**config.mk**
```make
export PLATFORM = sky130hd
export DESIGN_NAME = issue_unit
export DESIGN_NICKNAME = d
export VERILOG_FILES = /design/src/rtl/issue_unit.sv
export SDC_FILE = /design/constraint.sdc
export NUM_CORES = 2
export LEC_CHECK = 0
export CAP_MARGIN = 15
export CORE_AREA = 4 4 315 240
export DETAILED_ROUTE_END_ITERATION = 16
export DIE_AREA = 0 0 319 244
export PLACE_DENSITY = 0.67
export SYNTH_ARGS = -nofsm -noshare
export SYNTH_HDL_FRONTEND = slang
export SYNTH_SLANG_ARGS = --single-unit
```
**constraint.sdc**
```tcl
create_clock -name clk -period 10.22 [get_ports clk]
set_input_delay 2.044 -clock clk [delete_from_list [all_inputs] [get_ports clk]]
set_output_delay 2.044 -clock clk [all_outputs]
set_load 0.05 [all_outputs]
```
**src/rtl/issue_unit.sv**
```systemverilog
// Issue stage: grants one ready queue per cycle, runs the op on the int ALU, multiplier or divider,
// and books every result onto the single CDB slot so no two results ever collide.
module issue_unit (
  input  logic        clk,
  input  logic        reset,
  input  logic [3:0]  opcode,
  input  logic [31:0] rsdata,
  input  logic [31:0] rtdata,
  input  logic [5:0]  rdtag,
  input  logic        ready_int,
  input  logic        ready_mult,
  input  logic        ready_div,
  input  logic        ready_ld_buf,
  output logic        issue_int,
  output logic        issue_mult,
  output logic        issue_div,
  output logic        issue_ld_buf,
  output logic        issue_carryout,
  output logic        issue_overflow,
  output logic        issue_div_done,
  output logic [31:0] cdb_out,
  output logic [5:0]  cdb_tagout,
  output logic        cdb_valid,
  output logic        cdb_branch,
  output logic        cdb_branch_taken
);

  // resv_q[k]: CDB already owned k cycles from now
  logic [33:1] resv_q, resv_d;

  logic        div_run_q, div_done_q, div_busy, div_last, div_ge;
  logic [4:0]  div_cnt_q;
  logic [31:0] div_rem_q, div_quo_q, div_den_q, div_rem_n, div_quo_n, div_trial;
  logic [32:0] div_shift;
  logic [5:0]  div_tag_q;

  logic [2:0]  mul_vld_q;
  logic [31:0] mul_a_q, mul_b_q, mul_p2_q, mul_p3_q, mul_lo;
  logic [5:0]  mul_tag1_q, mul_tag2_q, mul_tag3_q;

  logic [32:0] add_sum, sub_diff;
  logic [31:0] alu_res;
  logic        alu_cy, alu_ov, alu_br, alu_tk;

  logic [31:0] cdb_out_d;
  logic [5:0]  cdb_tag_d;
  logic        cdb_valid_d, cdb_br_d, cdb_tk_d, cdb_cy_d, cdb_ov_d;

  assign div_busy = div_run_q | div_done_q;

  always_comb begin
    issue_div    = 1'b0;
    issue_mult   = 1'b0;
    issue_int    = 1'b0;
    issue_ld_buf = 1'b0;
    if (reset) begin
      if (ready_div && !div_busy && !resv_q[33]) issue_div = 1'b1;
      else if (ready_mult && !resv_q[4])         issue_mult = 1'b1;
      else if (ready_int && !resv_q[1])          issue_int = 1'b1;
      else if (ready_ld_buf && !resv_q[1])       issue_ld_buf = 1'b1;
    end
  end

  // Bits are booked post-shift, so a latency-L grant lands at index L-1.
  always_comb begin
    resv_d = {1'b0, resv_q[33:2]};
    if (issue_div)  resv_d[32] = 1'b1;
    if (issue_mult) resv_d[3]  = 1'b1;
  end

  assign add_sum  = {1'b0, rsdata} + {1'b0, rtdata};
  assign sub_diff = {1'b0, rsdata} + {1'b0, ~rtdata} + 33'd1;

  always_comb begin
    alu_res = '0;
    alu_cy  = 1'b0;
    alu_ov  = 1'b0;
    alu_br  = 1'b0;
    alu_tk  = 1'b0;
    case (opcode)
      4'h0: begin
        alu_res = add_sum[31:0];
        alu_cy  = add_sum[32];
        alu_ov  = (rsdata[31] == rtdata[31]) && (add_sum[31] != rsdata[31]);
      end
      4'h1: begin
        alu_res = add_sum[31:0];
        alu_cy  = add_sum[32];
      end
      4'h2: begin
        alu_res = sub_diff[31:0];
        alu_cy  = sub_diff[32];
        alu_ov  = (rsdata[31] != rtdata[31]) && (sub_diff[31] != rsdata[31]);
      end
      4'h3: begin
        alu_res = sub_diff[31:0];
        alu_cy  = sub_diff[32];
      end
      4'h4: alu_res = rsdata & rtdata;
      4'h5: alu_res = rsdata | rtdata;
      4'h6: alu_res = ~(rsdata | rtdata);
      4'h7: alu_res = {31'b0, $signed(rsdata) < $signed(rtdata)};
      4'h8: alu_res = {31'b0, rsdata < rtdata};
      4'h9: begin
        alu_br = 1'b1;
        alu_tk = (rsdata == rtdata);
      end
      4'hA: begin
        alu_br = 1'b1;
        alu_tk = (rsdata != rtdata);
      end
      default: alu_res = '0;
    endcase
  end

  assign mul_lo = mul_a_q * mul_b_q;

  // Restoring step; a zero divisor always "fits", yielding an all-ones quotient.
  assign div_shift = {div_rem_q, div_quo_q[31]};
  assign div_ge    = (div_shift >= {1'b0, div_den_q});
  assign div_trial = div_shift[31:0] - div_den_q;
  assign div_rem_n = div_ge ? div_trial : div_shift[31:0];
  assign div_quo_n = {div_quo_q[30:0], div_ge};
  assign div_last  = div_run_q && (div_cnt_q == 5'd31);

  always_comb begin
    cdb_valid_d = 1'b0;
    cdb_out_d   = '0;
    cdb_tag_d   = '0;
    cdb_br_d    = 1'b0;
    cdb_tk_d    = 1'b0;
    cdb_cy_d    = 1'b0;
    cdb_ov_d    = 1'b0;
    if (issue_int) begin
      cdb_valid_d = 1'b1;
      cdb_out_d   = alu_res;
      cdb_tag_d   = rdtag;
      cdb_br_d    = alu_br;
      cdb_tk_d    = alu_tk;
      cdb_cy_d    = alu_cy;
      cdb_ov_d    = alu_ov;
    end else if (issue_ld_buf) begin
      cdb_valid_d = 1'b1;
      cdb_out_d   = rsdata;
      cdb_tag_d   = rdtag;
    end else if (mul_vld_q[2]) begin
      cdb_valid_d = 1'b1;
      cdb_out_d   = mul_p3_q;
      cdb_tag_d   = mul_tag3_q;
    end else if (div_last) begin
      cdb_valid_d = 1'b1;
      cdb_out_d   = div_quo_n;
      cdb_tag_d   = div_tag_q;
    end
  end

  always_ff @(posedge clk or negedge reset) begin
    if (!reset) begin
      resv_q           <= '0;
      mul_vld_q        <= '0;
      mul_a_q          <= '0;
      mul_b_q          <= '0;
      mul_p2_q         <= '0;
      mul_p3_q         <= '0;
      mul_tag1_q       <= '0;
      mul_tag2_q       <= '0;
      mul_tag3_q       <= '0;
      div_run_q        <= 1'b0;
      div_done_q       <= 1'b0;
      div_cnt_q        <= '0;
      div_rem_q        <= '0;
      div_quo_q        <= '0;
      div_den_q        <= '0;
      div_tag_q        <= '0;
      cdb_valid        <= 1'b0;
      cdb_out          <= '0;
      cdb_tagout       <= '0;
      cdb_branch       <= 1'b0;
      cdb_branch_taken <= 1'b0;
      issue_carryout   <= 1'b0;
      issue_overflow   <= 1'b0;
    end else begin
      resv_q     <= resv_d;
      mul_vld_q  <= {mul_vld_q[1:0], issue_mult};
      mul_a_q    <= rsdata;
      mul_b_q    <= rtdata;
      mul_tag1_q <= rdtag;
      mul_p2_q   <= mul_lo;
      mul_tag2_q <= mul_tag1_q;
      mul_p3_q   <= mul_p2_q;
      mul_tag3_q <= mul_tag2_q;
      div_done_q <= div_last;
      if (issue_div) begin
        div_run_q <= 1'b1;
        div_cnt_q <= '0;
        div_rem_q <= '0;
        div_quo_q <= rsdata;
        div_den_q <= rtdata;
        div_tag_q <= rdtag;
      end else if (div_run_q) begin
        div_rem_q <= div_rem_n;
        div_quo_q <= div_quo_n;
        div_cnt_q <= div_cnt_q + 5'd1;
        if (div_last) div_run_q <= 1'b0;
      end
      cdb_valid        <= cdb_valid_d;
      cdb_out          <= cdb_out_d;
      cdb_tagout       <= cdb_tag_d;
      cdb_branch       <= cdb_br_d;
      cdb_branch_taken <= cdb_tk_d;
      issue_carryout   <= cdb_cy_d;
      issue_overflow   <= cdb_ov_d;
    end
  end

  assign issue_div_done = div_done_q;

endmodule

```
==> flow_metrics.env <==
export IMPL_synthFlopType="dfrtp_1"
export IMPL_fp_dieW_um=319
export IMPL_antenna_left=0
export IMPL_tightest_slew_ns=1.131
export IMPL_stdcell_count=4534
export IMPL_fin_crit_ns=7.782
export IMPL_stdcell_area_um2=36150
export IMPL_mostFrequentLayoutCells="inv_1, fa_1, nand2_1"
export IMPL_synth_top_area_share=0.2521
export IMPL_crit_required_ns=10.72
export IMPL_dp_hpwl_um=73520
export IMPL_grt_antenna_before_repair=5
export IMPL_critical_path_arrival_ns=8.29
export IMPL_holdBufCountCts=0
export IMPL_timing_final_crit_share=0.7615
export IMPL_final_layout_size_suffix_gt1_frac=0.03197
export IMPL_clock_latency_ns=0.59
export IMPL_async_flop_share=1.000
export IMPL_drc_errors=0
export IMPL_ys_types=76
export IMPL_path_class="reg -> reg"
export IMPL_wl_per_cell_um=21.45
export IMPL_drt_first_pass_iters=6
export IMPL_num_rows=86
export IMPL_setup_tns_ns=0
export IMPL_multiInputGateArea_um2=22090
export IMPL_seq_area_frac_synth=0.2521
export IMPL_global_route_usage_total=0.2510
export IMPL_clock_sinks=333
export IMPL_finalHoldViolations=0
export IMPL_drv_slew=0
export IMPL_cts_tree="yes"
export IMPL_nFillCells=6716
export IMPL_cts_resized=0
export IMPL_synthesis_nets=4284
export IMPL_diodes=0
export IMPL_cts_root_buffer="clkbuf_16"
export IMPL_routed_wl_um=97240
export IMPL_placed_cells=4480
export IMPL_core_region_area_um2=72630
export IMPL_dieArea_um2=77840
export IMPL_syn_area_per_cell_um2=9.339
export IMPL_port_buffers=127
export IMPL_slew_headroom=0.2462
export IMPL_drv_cap=0
export IMPL_critical_path_max_fanout=30
export IMPL_grt_max_degree=101
export IMPL_viasPerCell=5.586
export IMPL_synth_seq_cells=333
export IMPL_post_cts_buffers=0
export IMPL_synth_edf_count=0
export IMPL_regArea_um2=8335
export IMPL_grt_setup_unrepaired="no"
export IMPL_clkTransAtPathRegs_ns=0.07
export IMPL_cp_end_kind="flip-flop"
export IMPL_areaGrowthSynthToFinish_pct=9.348
export IMPL_clock_path_buffers=3
export IMPL_status="completed"
export IMPL_hp_class="reg -> reg"
export IMPL_dpl_cell_area_um2=35100
export IMPL_ys_warn_count=0
export IMPL_drt_initial_drc_count=2526
export IMPL_die_y_um=244
export IMPL_ios=128
export IMPL_max_freq_ghz=0.1285
export IMPL_netlist_top_cell_by_area="dfrtp_1"
export IMPL_vias=25330
export IMPL_initial_utilization=0.4552
export IMPL_gp_congestion=0.9365
export IMPL_setup_worst_path_start_class="flip-flop"
export IMPL_setup_viol=0
export IMPL_yosys_top_cells_area="dfrtp_1, fa_1, ha_1"
export IMPL_htreeDepth=1
export IMPL_final_common_cell="inv_1"
export IMPL_grt_overflow=0
export IMPL_final_nets=4288
export IMPL_netlist_instances=3540
export IMPL_numCtsBuffers=30
export IMPL_holdWs_ns=0.3482
export IMPL_synth_area_um2=33060
export IMPL_grt_pass1_wl_um=153200
export IMPL_grt_pass1_vias=25120
export IMPL_finClkSkew_ns=0.01398
[synth_stat cells, drive strengths merged (7+ instances only)]
cell	instances
ha	253
nand2	375
a21o	36
nor3b	42
fa	411
a31oi	23
o31ai	7
nor2	163
dfrtp	333
nor3	33
o211ai	20
buf	16
o21bai	15
nor2b	18
clkbuf	170
xor2	44
o221ai	12
nand3	35
nand2b	18
and3	17
xnor2	103
mux2i	7
o21a	9
o22ai	23
nor4	8
a211oi	17
a221o	38
inv	518
nand4	10
a21oi	184
a221oi	28
and2	310
o21ai	156
[cell type report]
class / count / area share
clock inverter: 13 / 0.004915
clock buffer: 41 / 0.02416
multi-input combinational: 2501 / 0.6110
inverter: 520 / 0.05399
timing repair buffer: 158 / 0.04188
tap: 968 / 0.03350
sequential: 333 / 0.2306
[worst paths after layout]
path,start,end,slack [ns],depth (start not counted)
max,mul_b_q[2],mul_p2_q[30],2.44,21
min,mul_tag2_q[0],mul_tag3_q[0],0.35,0
max reg2reg,mul_b_q[2],mul_p2_q[30],2.44,21
min reg2reg,mul_tag2_q[0],mul_tag3_q[0],0.35,0
max in group asynchronous,reset,mul_p2_q[10],6.79,3
min in group asynchronous,reset,cdb_tagout[0],1.47,1
[stage by stage]
stage / setup slack (ns) / util
3_5_place_dp: 2.504 / 0.4833
6_report: 2.438 / 0.4977
4_1_cts: 2.474 / 0.4977
2_1_floorplan: 3.220 / -
5_1_grt: 2.001 / 0.4977
3_3_place_gp: 2.582 / 0.4832
[critical path, cell delays in order (launching register included)]
cell	delay, ns
dfrtp_1	1.07
nand2_1	0.19
fa_1	0.60
fa_1	0.43
fa_1	0.48
fa_1	0.54
inv_1	0.05
fa_1	0.48
fa_1	0.55
inv_1	0.05
fa_1	0.45
fa_1	0.49
inv_1	0.04
ha_1	0.31
a21oi_1	0.18
o21a_1	0.17
a31oi_1	0.13
a311o_1	0.50
a2111o_1	0.47
a31o_1	0.23
a21oi_2	0.14
xnor2_1	0.12
[layer usage]
metal / up-vias / part of all wire / GRT usage
li1: 11370 / - / -
met1: 12700 / 0.47 / 0.4033
met5: - / 0.00045 / 0
met3: 105 / 0.10 / 0.05370
met2: 1150 / 0.41 / 0.3530
met4: 6 / 0.015 / 0.03451
[cell families (layout without fill, tap and decap cells)]
logic type,Yosys count,in the layout,synth area share
XOR/XNOR,147,147,0.03894
multiplexers,7,7,0.002119
AND/OR/NAND/NOR,1053,1053,0.1582
buffers and inverters,706,732,0.08035
AO/OA/AOI/OAI,630,630,0.1237
flip-flops,333,333,0.2521
adder cells (fa/ha/maj),664,664,0.3446
[flip-flops by register name (all words and copies together) (netlist names), 5 cells and up]
register	flops
cdb_out	32
mul_a_q	32
div_cnt_q	5
div_rem_q	32
mul_tag2_q	6
div_quo_q	32
mul_p2_q	32
mul_tag3_q	6
resv_q	32
div_tag_q	6
mul_b_q	32
mul_tag1_q	6
div_den_q	32
cdb_tagout	6
mul_p3_q	32
Power is not shown: default switching activity piles up to over one toggle a cycle in this logic, so the estimate is an artifact.
